===== config.mk =====
export PLATFORM = sky130hd
export DESIGN_NAME = dff_bank_rr_arbiter
export DESIGN_NICKNAME = d
export VERILOG_FILES = /design/src/rtl/dff_bank_rr_arbiter_pkg.sv /design/src/rtl/dff_bank_rr_arbiter_rr_pick.sv /design/src/rtl/dff_bank_rr_arbiter.sv
export SDC_FILE = /design/constraint.sdc
export NUM_CORES = 1
export LEC_CHECK = 0
export ABC_CLOCK_PERIOD_IN_PS = 3550
export CAP_MARGIN = 20
export CORE_UTILIZATION = 40
export DETAILED_ROUTE_END_ITERATION = 8
export PLACE_DENSITY_LB_ADDON = 0.1
export RECOVER_POWER = 100
export SETUP_SLACK_MARGIN = 0.1
export SYNTH_ARGS = -nofsm -noshare
export SYNTH_HDL_FRONTEND = slang
export SYNTH_SLANG_ARGS = --single-unit

===== constraint.sdc =====
create_clock -name clk -period 3.55 [get_ports clk]
set_input_delay 0.5325 -clock clk [delete_from_list [all_inputs] [get_ports clk]]
set_output_delay 0.5325 -clock clk [all_outputs]
set_load 0.03 [all_outputs]

===== src/rtl/dff_bank_rr_arbiter_pkg.sv =====
// Shared definitions for the round-robin load arbiter.
//   - FSM state encoding (idle / owned)
//   - width helpers used to size index and counter fields
package dff_bank_rr_arbiter_pkg;

  localparam logic [0:0] StIdle  = 1'b0;
  localparam logic [0:0] StOwned = 1'b1;

  // Width of an index able to address n items; never less than one bit.
  function automatic int unsigned idx_width(input int unsigned n);
    return (n <= 1) ? 1 : $clog2(n);
  endfunction

  // Width of a counter able to hold the value max_val.
  function automatic int unsigned cnt_width(input int unsigned max_val);
    return (max_val < 1) ? 1 : $clog2(max_val + 1);
  endfunction

endpackage


===== src/rtl/dff_bank_rr_arbiter_rr_pick.sv =====
// Combinational circular priority picker.
// Ports:
//   req_i  - request vector, bit i = requester i
//   ptr_i  - index where the circular scan starts
//   gnt_o  - one-hot winner (zero when no request)
//   idx_o  - winner index (zero when no request)
//   any_o  - at least one request present
module dff_bank_rr_arbiter_rr_pick #(
  parameter int unsigned N    = 4,
  parameter int unsigned IdxW = 2
) (
  input  logic [N-1:0]    req_i,
  input  logic [IdxW-1:0] ptr_i,
  output logic [N-1:0]    gnt_o,
  output logic [IdxW-1:0] idx_o,
  output logic            any_o
);

  int unsigned cand;

  always_comb begin
    gnt_o = '0;
    idx_o = '0;
    any_o = 1'b0;
    cand  = 0;
    for (int unsigned k = 0; k < N; k++) begin
      cand = (int'(ptr_i) + k) % N;
      if (!any_o && req_i[cand]) begin
        any_o       = 1'b1;
        gnt_o[cand] = 1'b1;
        idx_o       = cand[IdxW-1:0];
      end
    end
  end

endmodule


===== src/rtl/dff_bank_rr_arbiter.sv =====
// Round-robin arbiter and load sequencer for one shared W-bit register.
// Ports:
//   clk, reset - single clock, synchronous active-high reset
//   req_in     - per-requester request levels
//   data_in    - packed data, slice [i*W +: W] belongs to requester i
//   grant_out  - registered one-hot grant, zero when idle
//   owner_out  - current owner index, holds last owner when idle
//   q_out      - shared register contents
//   valid_out  - one-cycle pulse after each register load
module dff_bank_rr_arbiter
  import dff_bank_rr_arbiter_pkg::*;
#(
  parameter int unsigned N        = 4,
  parameter int unsigned W        = 8,
  parameter int unsigned MAX_HOLD = 4
) (
  input  logic                        clk,
  input  logic                        reset,
  input  logic [N-1:0]                req_in,
  input  logic [N*W-1:0]              data_in,
  output logic [N-1:0]                grant_out,
  output logic [idx_width(N)-1:0]     owner_out,
  output logic [W-1:0]                q_out,
  output logic                        valid_out
);

  localparam int unsigned IdxW  = idx_width(N);
  localparam int unsigned HoldW = cnt_width(MAX_HOLD);

  logic [0:0]      state_q, state_d;
  logic [IdxW-1:0] ptr_q, ptr_d;
  logic [IdxW-1:0] owner_q, owner_d;
  logic [HoldW-1:0] hold_q, hold_d;
  logic [N-1:0]    grant_q, grant_d;
  logic [W-1:0]    reg_q, reg_d;
  logic            valid_q, valid_d;

  logic [IdxW-1:0] owner_inc;
  logic [IdxW-1:0] pick_ptr;
  logic [N-1:0]    pick_gnt;
  logic [IdxW-1:0] pick_idx;
  logic            pick_any;
  logic            own_req;
  logic            others;
  logic            hold_max;

  assign owner_inc = (int'(owner_q) == N - 1) ? '0 : owner_q + IdxW'(1);
  assign own_req   = |(req_in & grant_q);
  assign others    = |(req_in & ~grant_q);
  assign hold_max  = (hold_q == HoldW'(MAX_HOLD));

  // Idle arbitration scans from ptr; handover scans from owner+1, which is
  // also the pointer value committed on that edge.
  assign pick_ptr = (state_q == StIdle) ? ptr_q : owner_inc;

  dff_bank_rr_arbiter_rr_pick #(
    .N    (N),
    .IdxW (IdxW)
  ) u_pick (
    .req_i (req_in),
    .ptr_i (pick_ptr),
    .gnt_o (pick_gnt),
    .idx_o (pick_idx),
    .any_o (pick_any)
  );

  always_comb begin
    state_d = state_q;
    ptr_d   = ptr_q;
    owner_d = owner_q;
    hold_d  = hold_q;
    grant_d = grant_q;
    reg_d   = reg_q;
    valid_d = 1'b0;
    if (state_q == StIdle) begin
      if (pick_any) begin
        state_d = StOwned;
        grant_d = pick_gnt;
        owner_d = pick_idx;
        hold_d  = HoldW'(1);
      end
    end else begin
      if (own_req) begin
        reg_d   = data_in[int'(owner_q)*W +: W];
        valid_d = 1'b1;
      end
      if (!own_req || (hold_max && others)) begin
        ptr_d = owner_inc;
        if (others) begin
          grant_d = pick_gnt;
          owner_d = pick_idx;
          hold_d  = HoldW'(1);
        end else begin
          grant_d = '0;
          state_d = StIdle;
        end
      end else if (!hold_max) begin
        hold_d = hold_q + HoldW'(1);
      end
    end
  end

  always_ff @(posedge clk) begin
    if (reset) begin
      state_q <= StIdle;
      ptr_q   <= '0;
      owner_q <= '0;
      hold_q  <= '0;
      grant_q <= '0;
      reg_q   <= '0;
      valid_q <= 1'b0;
    end else begin
      state_q <= state_d;
      ptr_q   <= ptr_d;
      owner_q <= owner_d;
      hold_q  <= hold_d;
      grant_q <= grant_d;
      reg_q   <= reg_d;
      valid_q <= valid_d;
    end
  end

  assign grant_out = grant_q;
  assign owner_out = owner_q;
  assign q_out     = reg_q;
  assign valid_out = valid_q;

endmodule


==> results.md <==
- Top_reg_cell synth: dfxtp_1
- Fillers: 353
- Sequential cell area: between 400 and 500 um^2
- Setup_tns: 0 ns
- Worst-path clk slew: around 0.070 ns
- Detailed Routing Iterations Pass 1: 4
- Total track usage: between 20% and 30%
- CTS tree: done
- Compound-Gate Fraction of Synth Area: 18.3%
- Initial antenna violation count: 0
- CP Buf/Inv Count: 0
- Post-synthesis adder-cell area fraction: ~8.6%
- Port Buffer Count: between 50 and 60
- CP Cell Sequence: ha_1 -> nor3b_4 -> nor2_8 -> ha_1 -> or4b_2 -> nor3_1 -> a211oi_1 -> o21ai_0 -> a22oi_1 -> a21oi_1
- Die width: between 60 and 70 um
- Synthesized area per cell: a little over 9 um^2
- CTS resizes: 0
- Simple-gate area share of the yosys netlist: 20.6%
- Core ar.: around 3700 um^2
- Crit path max-delay family: simple AND/OR/NAND/NOR gates
- Final worst setup slack: between 0.6 and 0.7 ns
- Worst Hold Class: reg -> reg
- Cell count after synthesis: roughly 170
- CP Capture Type: register
- Slowest cell on crit path: or4b_2
- Share of cells above drive strength 1: between 10% and 20%
- Post-route DRC: 0
- Ys async rst share: 0%
- Die H: between 60 and 70 um
- Syn nets: 221
- Clk_lat worst skew: 0.26 ns
- Vias in the first global route: between 1,000 and 1,500
- CTS Buffer Depth: 2
- Global route total overflow: 0
- Flops & latches, synth: 21
- Mapped Area: approximately 1600 um^2
- FF-to-FF path depth: 10
- Worst hold stages: 2
- HPWL Detailed: 3470 um
- Pins Over Slew Limit: 0
- Row count: 22
- Initial drt markers: between 40 and 50
- Post-Synth XOR/XNOR Area: 0%
- Actual transition at the worst max-transition pin: 0.736 ns
- Leak Pwr: 0.864 nW
- Place WS: between 0.6 and 0.7 ns
- RSZ-0062 raised after global routing: false
- Power per cell area: ~680 nW/um^2
- Setup repair bufs after CTS: 0
- First-pass GRT wire length: slightly below 7000 um
- Critical Path Fanout Max: 10
- Antenna Violating Nets Remaining: 0
- Antenna diodes: 0
- Vias per cell: about 5.8
- Pin count of the biggest net entering global routing: 20
- Hold WS: approximately 0.46 ns
- Critical path's most frequent cell: ha_1
- Final-report setup violation count: 0
- Yosys warnings: 0
- Max-cap violations: 0
- CP required: ~3.8 ns
- Synth unique cells: 43
- Post-Place Cell Area: 2180 um^2
- Crit path DAT: 3.14 ns
- Crit Path Class: reg -> reg
- Max IR drop VDD: about 0.43 mV
- Worst path depth: 10
- Max transition margin: 50.8%
- Layout Skew: about 0.0026 ns
- Starting Density: between 40% and 50%
- Final std cells w/o fill: around 270
- Area Overhead vs Synth: 38.2%
- Startpoint Class: register
- Final WL: 4380 um
- Clk sink count: 21
- WL/cell: roughly 16 um
- CTS buffer count: 3
- Tcrit/Tclk final: between 80% and 90%
- Die area: approximately 4300 um^2
- Final Hold Vio Count: 0
- Sequential cell area fraction in the yosys report: 26.2%
- Post-layout instance area: roughly 2200 um^2
- Status: complete, no violations
- Pwr Total: about 1.5 mW
- Largest family of logic cells by synthesized area: multiplexers
- Final min period: a little under 3 ns
- Root buf cell: clkbuf_8
- Number of primary I/O pins: 53
- Nets: 273
- Util after Layout: between 50% and 60%
- Crit-path max cell delay: 0.60 ns
- Post-synthesis mux area share: between 20 and 25%
- Via count: between 1,500 and 2,000
- Multi-input combinational cell area: around 1100 um^2
- Achievable Freq: roughly 340 MHz
- # H-tree levels: 1
- Placed Instances: 267
- Hold_buf cts: 0
- Global placer's final weighted congestion: around 0.89
- Post-synth EDFFs: 0
final timing paths:
kind / slack (ns) / from / endpoint
hold / removal: 0.46 / ptr_q[0] / ptr_q[0]
hold reg to reg: 0.46 / ptr_q[0] / ptr_q[0]
setup reg to reg: 0.61 / owner_out[0] / grant_out[2]
setup / recovery: 0.61 / owner_out[0] / grant_out[2]
power by group:
part / switching (mW) / total (mW) / internal, mW / leakage, nW
clock: 0.0765 / 0.157 / 0.0801 / 0.0228
combinational: 0.554 / 0.990 / 0.436 / 0.669
sequential: 0.0547 / 0.353 / 0.299 / 0.172
synthesized netlist by cell type (all sizes together), types with 2 or more instances:
| master | count | area, um^2 |
|---|---|---|
| o41ai | 2 | 25.0 |
| o21ai | 10 | 50.1 |
| nor3 | 5 | 25.0 |
| a211oi | 3 | 22.5 |
| a22oi | 4 | 30.0 |
| nor2b | 7 | 46.3 |
| clkbuf | 5 | 18.8 |
| or3 | 2 | 12.5 |
| mux2i | 13 | 134 |
| a311oi | 2 | 23.8 |
| ha | 11 | 138 |
| buf | 5 | 27.5 |
| a22o | 2 | 17.5 |
| nand3b | 4 | 30.0 |
| inv | 6 | 27.5 |
| mux4 | 9 | 203 |
| nor4 | 3 | 18.8 |
| a21oi | 10 | 50.1 |
| nor2 | 22 | 98.9 |
| nand2 | 8 | 30.0 |
| a221oi | 5 | 43.8 |
| dfxtp | 21 | 420 |
routing by layer:
metal | wire length [um] | global-route usage, % | share of wire (%) | vias up
li1 | - | - | - | 757
met1 | 1980 | 29.3 | 45 | 752
met2 | 2120 | 33.4 | 48 | 43
met3 | 210 | 2.95 | 4.8 | 7
met4 | 68 | 7.07 | 1.6 | 0
met5 | 0 | 0 | 0 | -
cells by family (layout without fill, tap and decap cells):
logic type / after synthesis / count (layout)
simple gates: 59 / 59
compound gates: 42 / 42
mux: 23 / 23
flops: 21 / 21
buf+inv: 16 / 67
fa+ha+maj: 11 / 11
layout by cell type, fill, tap and decap left out, drive strengths merged, types with 3 or more instances in the layout:
master / instances
inv: 6
clkdlybuf4s50: 36
clkbuf: 5
ha: 11
nor2b: 7
o21ai: 10
buf: 4
nor3: 5
nor4: 3
a221oi: 5
nand3b: 4
nor2: 22
dfxtp: 21
dlygate4sd3: 16
mux2i: 13
a22oi: 4
a21oi: 10
a211oi: 3
nand2: 8
mux4: 9
state kept, by name, summed over array words and instances (netlist names):
name       cells
hold_q         3
valid_out      1
grant_out      4
q_out          8
ptr_q          2
owner_out      2
state_q        1
final cells by class:
type / instances / share of cell area (%)
clock buffer: 4 / 2.03
multi-input combinational: 135 / 50.1
sequential: 21 / 19.0
timing repair buffer: 57 / 25.0
inverter: 6 / 1.24
tap: 48 / 2.71
worst register-to-register path, delay by kind of cell, from the launching register on:
kind,cells,cell delay (ns)
compound gates,4,0.74
fa+ha+maj,2,0.59
flops,1,0.35
simple gates,4,1.20
Power figures use the tool's default switching activity.
